==> config.mk <==
export PLATFORM = sky130hd
export DESIGN_NAME = uart_pkt_rx
export DESIGN_NICKNAME = d
export VERILOG_FILES = /design/src/rtl/uart_pkt_pkg.sv /design/src/rtl/counter.sv /design/src/rtl/pkt_buffer.sv /design/src/rtl/uart_pkt_rx.sv
export SDC_FILE = /design/constraint.sdc
export NUM_CORES = 1
export LEC_CHECK = 0
export CAP_MARGIN = 20
export CELL_PAD_IN_SITES_DETAIL_PLACEMENT = 1
export CELL_PAD_IN_SITES_GLOBAL_PLACEMENT = 1
export CORE_MARGIN = 8
export CORE_UTILIZATION = 52
export DETAILED_ROUTE_END_ITERATION = 10
export HOLD_SLACK_MARGIN = 0.08
export MAX_ROUTING_LAYER = met4
export PLACE_DENSITY = 0.88
export RECOVER_POWER = 50
export SYNTH_ARGS = -nofsm -noshare
export SYNTH_HDL_FRONTEND = slang
export SYNTH_SLANG_ARGS = --single-unit
==> constraint.sdc <==
create_clock -name clk -period 2.8 [get_ports clk]
set_input_delay 0.84 -clock clk [delete_from_list [all_inputs] [get_ports clk]]
set_output_delay 0.84 -clock clk [all_outputs]
set_load 0.01 [all_outputs]
==> src/rtl/uart_pkt_pkg.sv <==
// uart_pkt_pkg: shared types and helpers for the packet deframer.
//   state_e           - deframer FSM states
//   SYNC_BYTE_DEFAULT - default frame start marker
//   chk_update        - running XOR checksum step
package uart_pkt_pkg;

    typedef enum logic [2:0] {
        StHunt,
        StLen,
        StPayload,
        StCheck,
        StDrain
    } state_e;

    localparam logic [7:0] SYNC_BYTE_DEFAULT = 8'hA5;

    function automatic logic [7:0] chk_update(input logic [7:0] chk, input logic [7:0] b);
        return chk ^ b;
    endfunction

endpackage

==> src/rtl/counter.sv <==
// counter: free-running up counter with synchronous clear.
//   clk, rst (async active-low) - clock / reset
//   clr                         - synchronous clear, has priority over en
//   en                          - count enable
//   count                       - current value
module counter #(
    parameter int unsigned WIDTH = 8
) (
    input  logic             clk,
    input  logic             rst,
    input  logic             clr,
    input  logic             en,
    output logic [WIDTH-1:0] count
);

    logic [WIDTH-1:0] count_q;

    always_ff @(posedge clk or negedge rst) begin
        if (!rst) begin
            count_q <= '0;
        end else if (clr) begin
            count_q <= '0;
        end else if (en) begin
            count_q <= count_q + WIDTH'(1);
        end
    end

    assign count = count_q;

endmodule

==> src/rtl/pkt_buffer.sv <==
// pkt_buffer: DEPTH x WIDTH register file holding one packet payload.
//   clk                 - clock
//   we, waddr, wdata    - synchronous write port
//   raddr -> rdata      - asynchronous read port
// No reset: contents are only read after being written for the current packet.
module pkt_buffer #(
    parameter int unsigned DEPTH = 16,
    parameter int unsigned WIDTH = 8,
    parameter int unsigned AW    = (DEPTH > 1) ? $clog2(DEPTH) : 1
) (
    input  logic             clk,
    input  logic             we,
    input  logic [AW-1:0]    waddr,
    input  logic [WIDTH-1:0] wdata,
    input  logic [AW-1:0]    raddr,
    output logic [WIDTH-1:0] rdata
);

    logic [WIDTH-1:0] mem [DEPTH];

    always_ff @(posedge clk) begin
        if (we) begin
            mem[waddr] <= wdata;
        end
    end

    assign rdata = mem[raddr];

endmodule

==> src/rtl/uart_pkt_rx.sv <==
// uart_pkt_rx: receive-side packet deframer (SYNC, LEN, payload, CHK).
//   clk, rst (async active-low)   - clock / reset
//   byte_valid, byte_in           - byte stream from the uart receiver
//   out_valid/out_ready/out_data  - verified payload stream
//   out_last, pkt_len             - last-byte marker, length of draining packet
//   crc_err, len_err, timeout_err, overrun - one-cycle registered error pulses
module uart_pkt_rx
    import uart_pkt_pkg::*;
#(
    parameter int unsigned     DATA      = 8,
    parameter int unsigned     MAX_LEN   = 16,
    parameter logic [DATA-1:0] SYNC_BYTE = SYNC_BYTE_DEFAULT,
    parameter int unsigned     TIMEOUT   = 104160
) (
    input  logic                         clk,
    input  logic                         rst,
    input  logic                         byte_valid,
    input  logic [DATA-1:0]              byte_in,
    output logic                         out_valid,
    input  logic                         out_ready,
    output logic [DATA-1:0]              out_data,
    output logic                         out_last,
    output logic [$clog2(MAX_LEN+1)-1:0] pkt_len,
    output logic                         crc_err,
    output logic                         len_err,
    output logic                         timeout_err,
    output logic                         overrun
);

    localparam int unsigned LW = $clog2(MAX_LEN + 1);
    localparam int unsigned IW = (MAX_LEN > 1) ? $clog2(MAX_LEN) : 1;
    localparam int unsigned TW = $clog2(TIMEOUT);

    state_e          state_q, state_d;
    logic [LW-1:0]   pkt_len_q, pkt_len_d;
    logic [IW-1:0]   wr_idx_q, wr_idx_d;
    logic [IW-1:0]   rd_idx_q, rd_idx_d;
    logic [7:0]      chk_q, chk_d;
    logic            crc_err_q, crc_err_d;
    logic            len_err_q, len_err_d;
    logic            timeout_err_q, timeout_err_d;
    logic            overrun_q, overrun_d;

    logic            buf_we;
    logic [DATA-1:0] buf_rdata;
    logic            cnt_clr;
    logic [TW-1:0]   idle_cnt;
    logic            idle_expired;

    pkt_buffer #(
        .DEPTH (MAX_LEN),
        .WIDTH (DATA),
        .AW    (IW)
    ) u_buf (
        .clk   (clk),
        .we    (buf_we),
        .waddr (wr_idx_q),
        .wdata (byte_in),
        .raddr (rd_idx_q),
        .rdata (buf_rdata)
    );

    counter #(
        .WIDTH (TW)
    ) u_idle_cnt (
        .clk   (clk),
        .rst   (rst),
        .clr   (cnt_clr),
        .en    (1'b1),
        .count (idle_cnt)
    );

    // A byte arriving in the threshold cycle takes priority over the timeout.
    assign idle_expired = (idle_cnt == TW'(TIMEOUT - 1)) && !byte_valid;

    assign out_valid = (state_q == StDrain);
    assign out_data  = out_valid ? buf_rdata : '0;
    assign out_last  = out_valid && (LW'(rd_idx_q) == pkt_len_q - LW'(1));
    assign pkt_len   = pkt_len_q;

    always_comb begin
        state_d       = state_q;
        pkt_len_d     = pkt_len_q;
        wr_idx_d      = wr_idx_q;
        rd_idx_d      = rd_idx_q;
        chk_d         = chk_q;
        crc_err_d     = 1'b0;
        len_err_d     = 1'b0;
        timeout_err_d = 1'b0;
        overrun_d     = 1'b0;
        buf_we        = 1'b0;
        // Counter only runs between bytes of a packet in progress.
        cnt_clr       = 1'b1;

        unique case (state_q)
            StHunt: begin
                if (byte_valid && byte_in == SYNC_BYTE) begin
                    state_d = StLen;
                end
            end
            StLen: begin
                cnt_clr = byte_valid;
                if (byte_valid) begin
                    if (byte_in == '0 || 32'(byte_in) > MAX_LEN) begin
                        len_err_d = 1'b1;
                        state_d   = StHunt;
                    end else begin
                        pkt_len_d = LW'(byte_in);
                        chk_d     = byte_in;
                        wr_idx_d  = '0;
                        state_d   = StPayload;
                    end
                end else if (idle_expired) begin
                    timeout_err_d = 1'b1;
                    state_d       = StHunt;
                end
            end
            StPayload: begin
                cnt_clr = byte_valid;
                if (byte_valid) begin
                    buf_we   = 1'b1;
                    chk_d    = chk_update(chk_q, byte_in);
                    wr_idx_d = wr_idx_q + IW'(1);
                    if (LW'(wr_idx_q) == pkt_len_q - LW'(1)) begin
                        state_d = StCheck;
                    end
                end else if (idle_expired) begin
                    timeout_err_d = 1'b1;
                    state_d       = StHunt;
                end
            end
            StCheck: begin
                cnt_clr = byte_valid;
                if (byte_valid) begin
                    if (byte_in == chk_q) begin
                        rd_idx_d = '0;
                        state_d  = StDrain;
                    end else begin
                        crc_err_d = 1'b1;
                        state_d   = StHunt;
                    end
                end else if (idle_expired) begin
                    timeout_err_d = 1'b1;
                    state_d       = StHunt;
                end
            end
            StDrain: begin
                overrun_d = byte_valid;
                if (out_ready) begin
                    if (out_last) begin
                        state_d = StHunt;
                    end else begin
                        rd_idx_d = rd_idx_q + IW'(1);
                    end
                end
            end
            default: begin
                state_d = StHunt;
            end
        endcase
    end

    always_ff @(posedge clk or negedge rst) begin
        if (!rst) begin
            state_q       <= StHunt;
            pkt_len_q     <= '0;
            wr_idx_q      <= '0;
            rd_idx_q      <= '0;
            chk_q         <= '0;
            crc_err_q     <= 1'b0;
            len_err_q     <= 1'b0;
            timeout_err_q <= 1'b0;
            overrun_q     <= 1'b0;
        end else begin
            state_q       <= state_d;
            pkt_len_q     <= pkt_len_d;
            wr_idx_q      <= wr_idx_d;
            rd_idx_q      <= rd_idx_d;
            chk_q         <= chk_d;
            crc_err_q     <= crc_err_d;
            len_err_q     <= len_err_d;
            timeout_err_q <= timeout_err_d;
            overrun_q     <= overrun_d;
        end
    end

    assign crc_err     = crc_err_q;
    assign len_err     = len_err_q;
    assign timeout_err = timeout_err_q;
    assign overrun     = overrun_q;

endmodule
==> impl_metrics.csv, run 1 <==
group,metric,value,unit
power,finalPower,7.23,mW
cells_and_area,fin_util,63.7,%
setup_path,cp.arrival,3.58,ns
place,place_hpwl,13.8,mm
cells_and_area,syn2layout_area_growth,20.4,%
drt,drt_pass1_iterations,5,
setup_path,worstSetupStartpointType,"primary input",
logic_synthesis,syn_area,7660,µm²
sta,min_period,3.31,ns
global_route,grt_max_degree,34,
run_status,violations,"max-capacitance violations, max-slew violations, negative setup slack",
power,p_leak,3.26,nW
cells_and_area,antenna_cells,0,
floorplanning,die_h,137,µm
power,peakVddDrop,510,µV
setup_path,path_class,"in -> reg",
logic_synthesis,syn_nets,495,
sta,rsz0062_at_grt,"true",
cts,clock_latency,0.44,ns
sta,max_freq,302,MHz
logic_synthesis,postSynthCellCount,476,
drt,wl,23.8,mm
setup_path,cp_max_fo,21,
sta,slew_headroom,-27.3,%
global_route,antenna_found_initial,0,
sta,skew,0.00679,ns
cells_and_area,final_cell_mix,"edfxtp_1 (128), dfrtp_1 (44), buf_4 (43)",
floorplanning,die_area,18900,µm²
floorplanning,die_w,137,µm
place,place_ws,-0.399,ns
cts,cts_tree,"yes",
cts,clk_pin_slew,0.07,ns
logic_synthesis,seq_area_frac_synth,64.8,%
floorplanning,core_region_area,14500,µm²
logic_synthesis,async_flop_share,26.0,%
cts,cts.htree.levels,4,
floorplanning,start_util,52.9,%
drt,initialDrtViolationCount,499,
drt,wl_per_cell,31.0,µm
hold_path,hp-class,"reg -> reg",
sta,hold_viol_final,0,
place,io_buffer_count,30,
drt,postRouteAntennaNets,0,
cells_and_area,fill_cells,1295,
job,drv_cap,1,
floorplanning,rows,44,
sta,worstMarginPinSlew,1.91,ns
global_route,grt_use_total,27.5,%
logic_synthesis,synth_cell_type_count,52,
sta,final_max_slew_viol_count,34,
power,power.density,784,nW/µm²
global_route,grt_pass1_vias,5436,
cts,root_buffer,"clkbuf_16",
cells_and_area,layout-drive-gt1-share,28.5,%
setup_path,cp.required,3.07,ns
global_route,grt_pass1_wl,35.6,mm
cts,clkSinkCount,173,
drt,vias_per_cell,6.53,
sta,setup_viol,15,
cts,cts_buffer_depth,2,
cells_and_area,multiInputGateArea,2440,µm²
cells_and_area,seq_area,4970,µm²
setup_path,critPathCaptureType,"flop",
drt,drc,0,
place,globalplace.congestion,0.845,
logic_synthesis,synth_edf_count,128,
run_status,status,"finished, violations left",
logic_synthesis,synth_flop_cell,"edfxtp_1",
floorplanning,num_io_pins,31,
logic_synthesis,syn_avg_cell_area,16.1,µm²
sta,whs,0.488,ns
sta,fin_crit_sh,118,%
cts,cts-hold-fix-buffers,0,
global_route,grt.overflow.total,0,
cells_and_area,nets,590,
logic_synthesis,yosysWarnings,0,
drt,dr_total_vias,5009,
sta,fin_ws,-0.509,ns
logic_synthesis,ys_ff_latch,173,
cts,numCtsBuffers,17,
cells_and_area,layout_commonest_cell,"edfxtp_1",
flip-flops by register name, indices dropped and copies added, names as in the netlist, 3 cells and up:
signal	count
u_buf.mem	128
u_idle_cnt.count	17
chk_q	8
pkt_len	5
rd_idx_q	4
wr_idx_q	4
state_q	3
routing by layer:
| metal | GRT usage [%] | wire length [µm] | up-vias | part of all wire [%] |
|---|---|---|---|---|
| met5 | - | 0 | - | 0 |
| met1 | 30.9 | 8630 | 2600 | 36 |
| met4 | 12.7 | 1100 | 0 | 4.6 |
| met2 | 45.1 | 12200 | 301 | 51 |
| li1 | - | - | 2022 | - |
| met3 | 7.29 | 1860 | 86 | 7.8 |
worst paths after layout:
| path | endpoint | slack [ns] | startpoint | cells after the start |
|---|---|---|---|---|
| setup / recovery | state_q[0] | -0.51 | byte_in[0] | 6 |
| hold / removal | u_idle_cnt.count[0] | 0.49 | u_idle_cnt.count[0] | 1 |
| setup reg to reg | state_q[0] | 0.37 | pkt_len[0] | 8 |
| hold reg to reg | u_idle_cnt.count[0] | 0.49 | u_idle_cnt.count[0] | 1 |
| max in group asynchronous | chk_q[3] | 0.60 | rst | 2 |
| min in group asynchronous | u_idle_cnt.count[4] | 0.93 | rst | 1 |
cells by family (layout without fill, tap and decap cells):
logic type               after synthesis  after routing  share of synthesized area [%]
AO/OA/AOI/OAI                         48             48                           4.10
XOR/XNOR                              33             33                           3.95
adder cells (fa/ha/maj)                7              7                           1.14
buffers and inverters                 39            146                           3.00
flip-flops                           173            173                           64.8
multiplexers                          46             46                           13.9
AND/OR/NAND/NOR                      130            130                           9.04
worst max-delay path, stage by stage:
cell and delay [ns]:
clkdlybuf4s50_1 0.60, buf_4 0.17, clkbuf_1 0.81, and4b_1 0.33
nand3_1 0.19, a2111oi_0 0.64
synth_stat cells, types with 11 or more instances:
| library cell | instances | area, µm² |
|---|---|---|
| mux4_1 | 21 | 552 |
| a31oi_1 | 11 | 68.8 |
| dfrtp_1 | 45 | 1130 |
| o21ai_0 | 11 | 55.1 |
| nor2_1 | 38 | 143 |
| nand2_1 | 12 | 45.0 |
| xnor2_1 | 20 | 175 |
| nand3_1 | 19 | 95.1 |
| mux4_2 | 19 | 428 |
| inv_1 | 14 | 52.6 |
| xor2_1 | 12 | 105 |
| a21oi_1 | 14 | 70.1 |
| and2_1 | 12 | 75.1 |
| edfxtp_1 | 128 | 3840 |
through the flow:
stage / area [µm²] / std cells / setup TNS [ns]
finish: 9230 / 767 / -5.91
global route: 9230 / 767 / -6.59
CTS: 9290 / 768 / -3.89
floorplan: 7660 / 476 / 0
global placement: 8570 / 726 / -3.74
detailed placement: 8570 / 726 / -5.62
report_power, final:
| part | total [mW] | switching [mW] | leakage (nW) | internal (mW) |
|---|---|---|---|---|
| sequential | 3.15 | 0.246 | 1.75 | 2.91 |
| clock | 2.38 | 1.05 | 0.286 | 1.32 |
| combinational | 1.70 | 0.870 | 1.22 | 0.832 |
| total | 7.23 | 2.17 | 3.26 | 5.06 |
timing repair:
| action | 4_1_cts | 5_1_grt |
|---|---|---|
| buffers inserted | 9 | 1 |
| pin swaps | 8 | 0 |
| setup endpoints to repair | 10 | 9 |
| gates resized for setup | 75 | 13 |
| gates cloned | 2 | 0 |
area by class of cell:
class,count,area share [%]
well taps,184,2.50
clock buffers,17,4.61
flip-flops and latches,173,53.9
repair buffers,101,10.3
inverters,14,0.570
multi-input cells,264,26.5
clock inverters,14,1.70
Power figures use the tool's default switching activity.
==> run 2, diff against run 1 <==
--- a/config.mk
+++ b/config.mk
@@ -8,7 +8,7 @@
 export CAP_MARGIN = 20
 export CELL_PAD_IN_SITES_DETAIL_PLACEMENT = 1
 export CELL_PAD_IN_SITES_GLOBAL_PLACEMENT = 1
-export CORE_MARGIN = 8
+export CORE_MARGIN = 2
 export CORE_UTILIZATION = 52
 export DETAILED_ROUTE_END_ITERATION = 10
 export HOLD_SLACK_MARGIN = 0.08
==> run 2 against run 1 <==
Net effect: sequential cell count unchanged; register-to-register slack worse by 0.02 ns; critical endpoint is now out_data[3]; largest cell class unchanged; highest routed layer unchanged; the run still ends with max-capacitance violations, max-slew violations, negative setup slack left; total power down 3.1%; critical path depth up 1; routed wire length down 5.1%; clock skew up 0.00058 ns; sequential share of layout area about the same; clock power down 9.7%; global-route usage up 3.5 points; combinational power about the same; count of clock-buffer cells in the layout up 2; setup slack better by 0.031 ns.
==> impl_metrics.csv, run 2 (same netlist as run 1, synthesis figures left out) <==
group,metric,value,unit
drt,postRouteAntennaNets,0,
place,postPlaceCellArea,8600,µm²
place,io_buffer_count,30,
sta,skew,0.00736,ns
setup_path,worstSetupStartpointType,"flop",
cts,cts_tree,"yes",
sta,slew_headroom,-13.3,%
floorplanning,rows,44,
sta,fin_crit_sh,117,%
cts,numCtsBuffers,17,
cells_and_area,antenna_cells,0,
drt,vias_per_cell,6.37,
setup_path,critPathCaptureType,"primary output",
cells_and_area,finalInstanceArea,9220,µm²
cts,cts.htree.levels,4,
cts,cts_buffer_depth,2,
hold_path,hp-class,"reg -> reg",
floorplanning,num_io_pins,31,
cells_and_area,regMostFlops,"u_buf.mem",
floorplanning,die_h,125,µm
power,comb_power_share,24.6,%
global_route,grt_use_total,30.9,%
floorplanning,core_region_area,14500,µm²
sta,final_max_slew_viol_count,33,
setup_path,path_class,"reg -> out",
power,p_leak,3.24,nW
drt,wl_per_cell,29.1,µm
power,pwr-share-seq,44.8,%
setup_path,cp_max_fo,5,
run_status,status,"finished, violations left",
global_route,grt.overflow.total,0,
global_route,grt_max_degree,34,
cells_and_area,nets,597,
cells_and_area,layout-drive-gt1-share,28.8,%
sta,hold_viol_final,0,
cells_and_area,syn2layout_area_growth,20.3,%
drt,wl,22.5,mm
cts,clk_pin_slew,0.07,ns
sta,worstMarginPinSlew,1.70,ns
global_route,antenna_found_initial,0,
setup_path,cp.required,1.96,ns
cells_and_area,final_cell_mix,"edfxtp_1 (128), dfrtp_1 (44), buf_4 (44)",
floorplanning,die_w,125,µm
place,dp.cells,730,
global_route,grt_pass1_vias,5358,
cts,clkSinkCount,173,
power,power.density,760,nW/µm²
cts,clock_latency,0.43,ns
sta,setup_viol,15,
power,peakVddDrop,481,µV
job,drv_cap,1,
place,place_hpwl,13.4,mm
setup_path,reg2reg_slack,0.35,ns
cells_and_area,fin_util,63.7,%
cells_and_area,stdcell_count,775,
power,power.share.clock,30.7,%
drt,drc,0,
sta,whs,0.487,ns
power,p_sw,2.11,mW
cells_and_area,layout_commonest_cell,"edfxtp_1",
cells_and_area,largest_register_ffs,128,
sta,max_freq,305,MHz
global_route,grt_pass1_wl,34.1,mm
drt,initialDrtViolationCount,537,
cts,cts-hold-fix-buffers,0,
power,p_int,4.90,mW
run_status,violations,"max-capacitance violations, max-slew violations, negative setup slack",
drt,drt_pass1_iterations,5,
cells_and_area,fill_cells,1301,
sta,min_period,3.28,ns
setup_path,cp.arrival,2.44,ns
sta,fin_ws,-0.479,ns
sta,rsz0062_at_grt,"true",
floorplanning,start_util,52.9,%
place,globalplace.congestion,0.831,
power,swShare,30.1,%
cts,root_buffer,"clkbuf_16",
drt,dr_total_vias,4934,
floorplanning,die_area,15700,µm²
run 2: cell types whose count changed in the layout (fill, tap and decap cells not counted), sizes merged, moves of 2 or more:
cell      change
buf           +4
bufinv        -2
clkbuf        +5
clkinvlp      +4
inv           -2
run 2: what timing repair did:
action                     CTS  global route
setup endpoints to repair   10             9
setup buffers               11             3
pin swaps                   11             3
gates resized for setup     78            17
cloned                       2             0
run 2: cell type report:
class                   instances  area, µm²  area share [%]
flip-flops and latches        173       4970            53.9
multi-input cells             264       2450            26.5
repair buffers                108        993            10.8
clock buffers                  19        433            4.70
well taps                     184        230            2.50
clock inverters                13       91.3           0.991
inverters                      14       52.6           0.570
run 2: routing by layer:
| layer | GRT usage [%] | vias to the layer above | wire (µm) |
|---|---|---|---|
| li1 | - | 2035 | - |
| met1 | 37.2 | 2558 | 8440 |
| met2 | 52.0 | 268 | 11700 |
| met3 | 5.61 | 73 | 1540 |
| met4 | 12.8 | 0 | 898 |
| met5 | - | - | 0 |
run 2: worst paths after layout:
kind	startpoint	to	cells past startpoint
worst min-delay path	u_idle_cnt.count[0]	u_idle_cnt.count[0]	1
worst min register to register	u_idle_cnt.count[0]	u_idle_cnt.count[0]	1
worst max register to register	state_q[2]	u_buf.mem[1][2]	5
max in group asynchronous	rst	rd_idx_q[0]	2
worst max-delay path	rd_idx_q[0]	out_data[3]	7
min in group asynchronous	rst	u_idle_cnt.count[14]	1
run 2: through the flow:
step / power, mW / setup slack (ns) / setup TNS, ns
6_report: 7.01 / -0.479 / -5.66
3_5_place_dp: 4.57 / -0.415 / -9.74
2_1_floorplan: 4.05 / 0.163 / 0
4_1_cts: 6.97 / -0.551 / -4.28
3_3_place_gp: 4.42 / -0.337 / -7.70
5_1_grt: 7.22 / -0.531 / -6.69
run 2: worst max-delay path, stage by stage, from the launching register on:
cell,delay [ns]
dfrtp_2,0.42
buf_12,0.15
buf_12,0.13
buf_4,0.13
mux4_2,0.42
mux4_2,0.48
and2_4,0.16
buf_6,0.11
run 2: power by group through the flow:
| stage | clock network, mW | registers, mW | logic (mW) |
|---|---|---|---|
| finish | 2.15 | 3.14 | 1.72 |
| global route | 2.25 | 3.16 | 1.81 |
| CTS | 2.16 | 3.14 | 1.67 |
| floorplan | 0 | 3.10 | 0.949 |
| global placement | 0 | 3.15 | 1.27 |
| detailed placement | 0 | 3.18 | 1.39 |
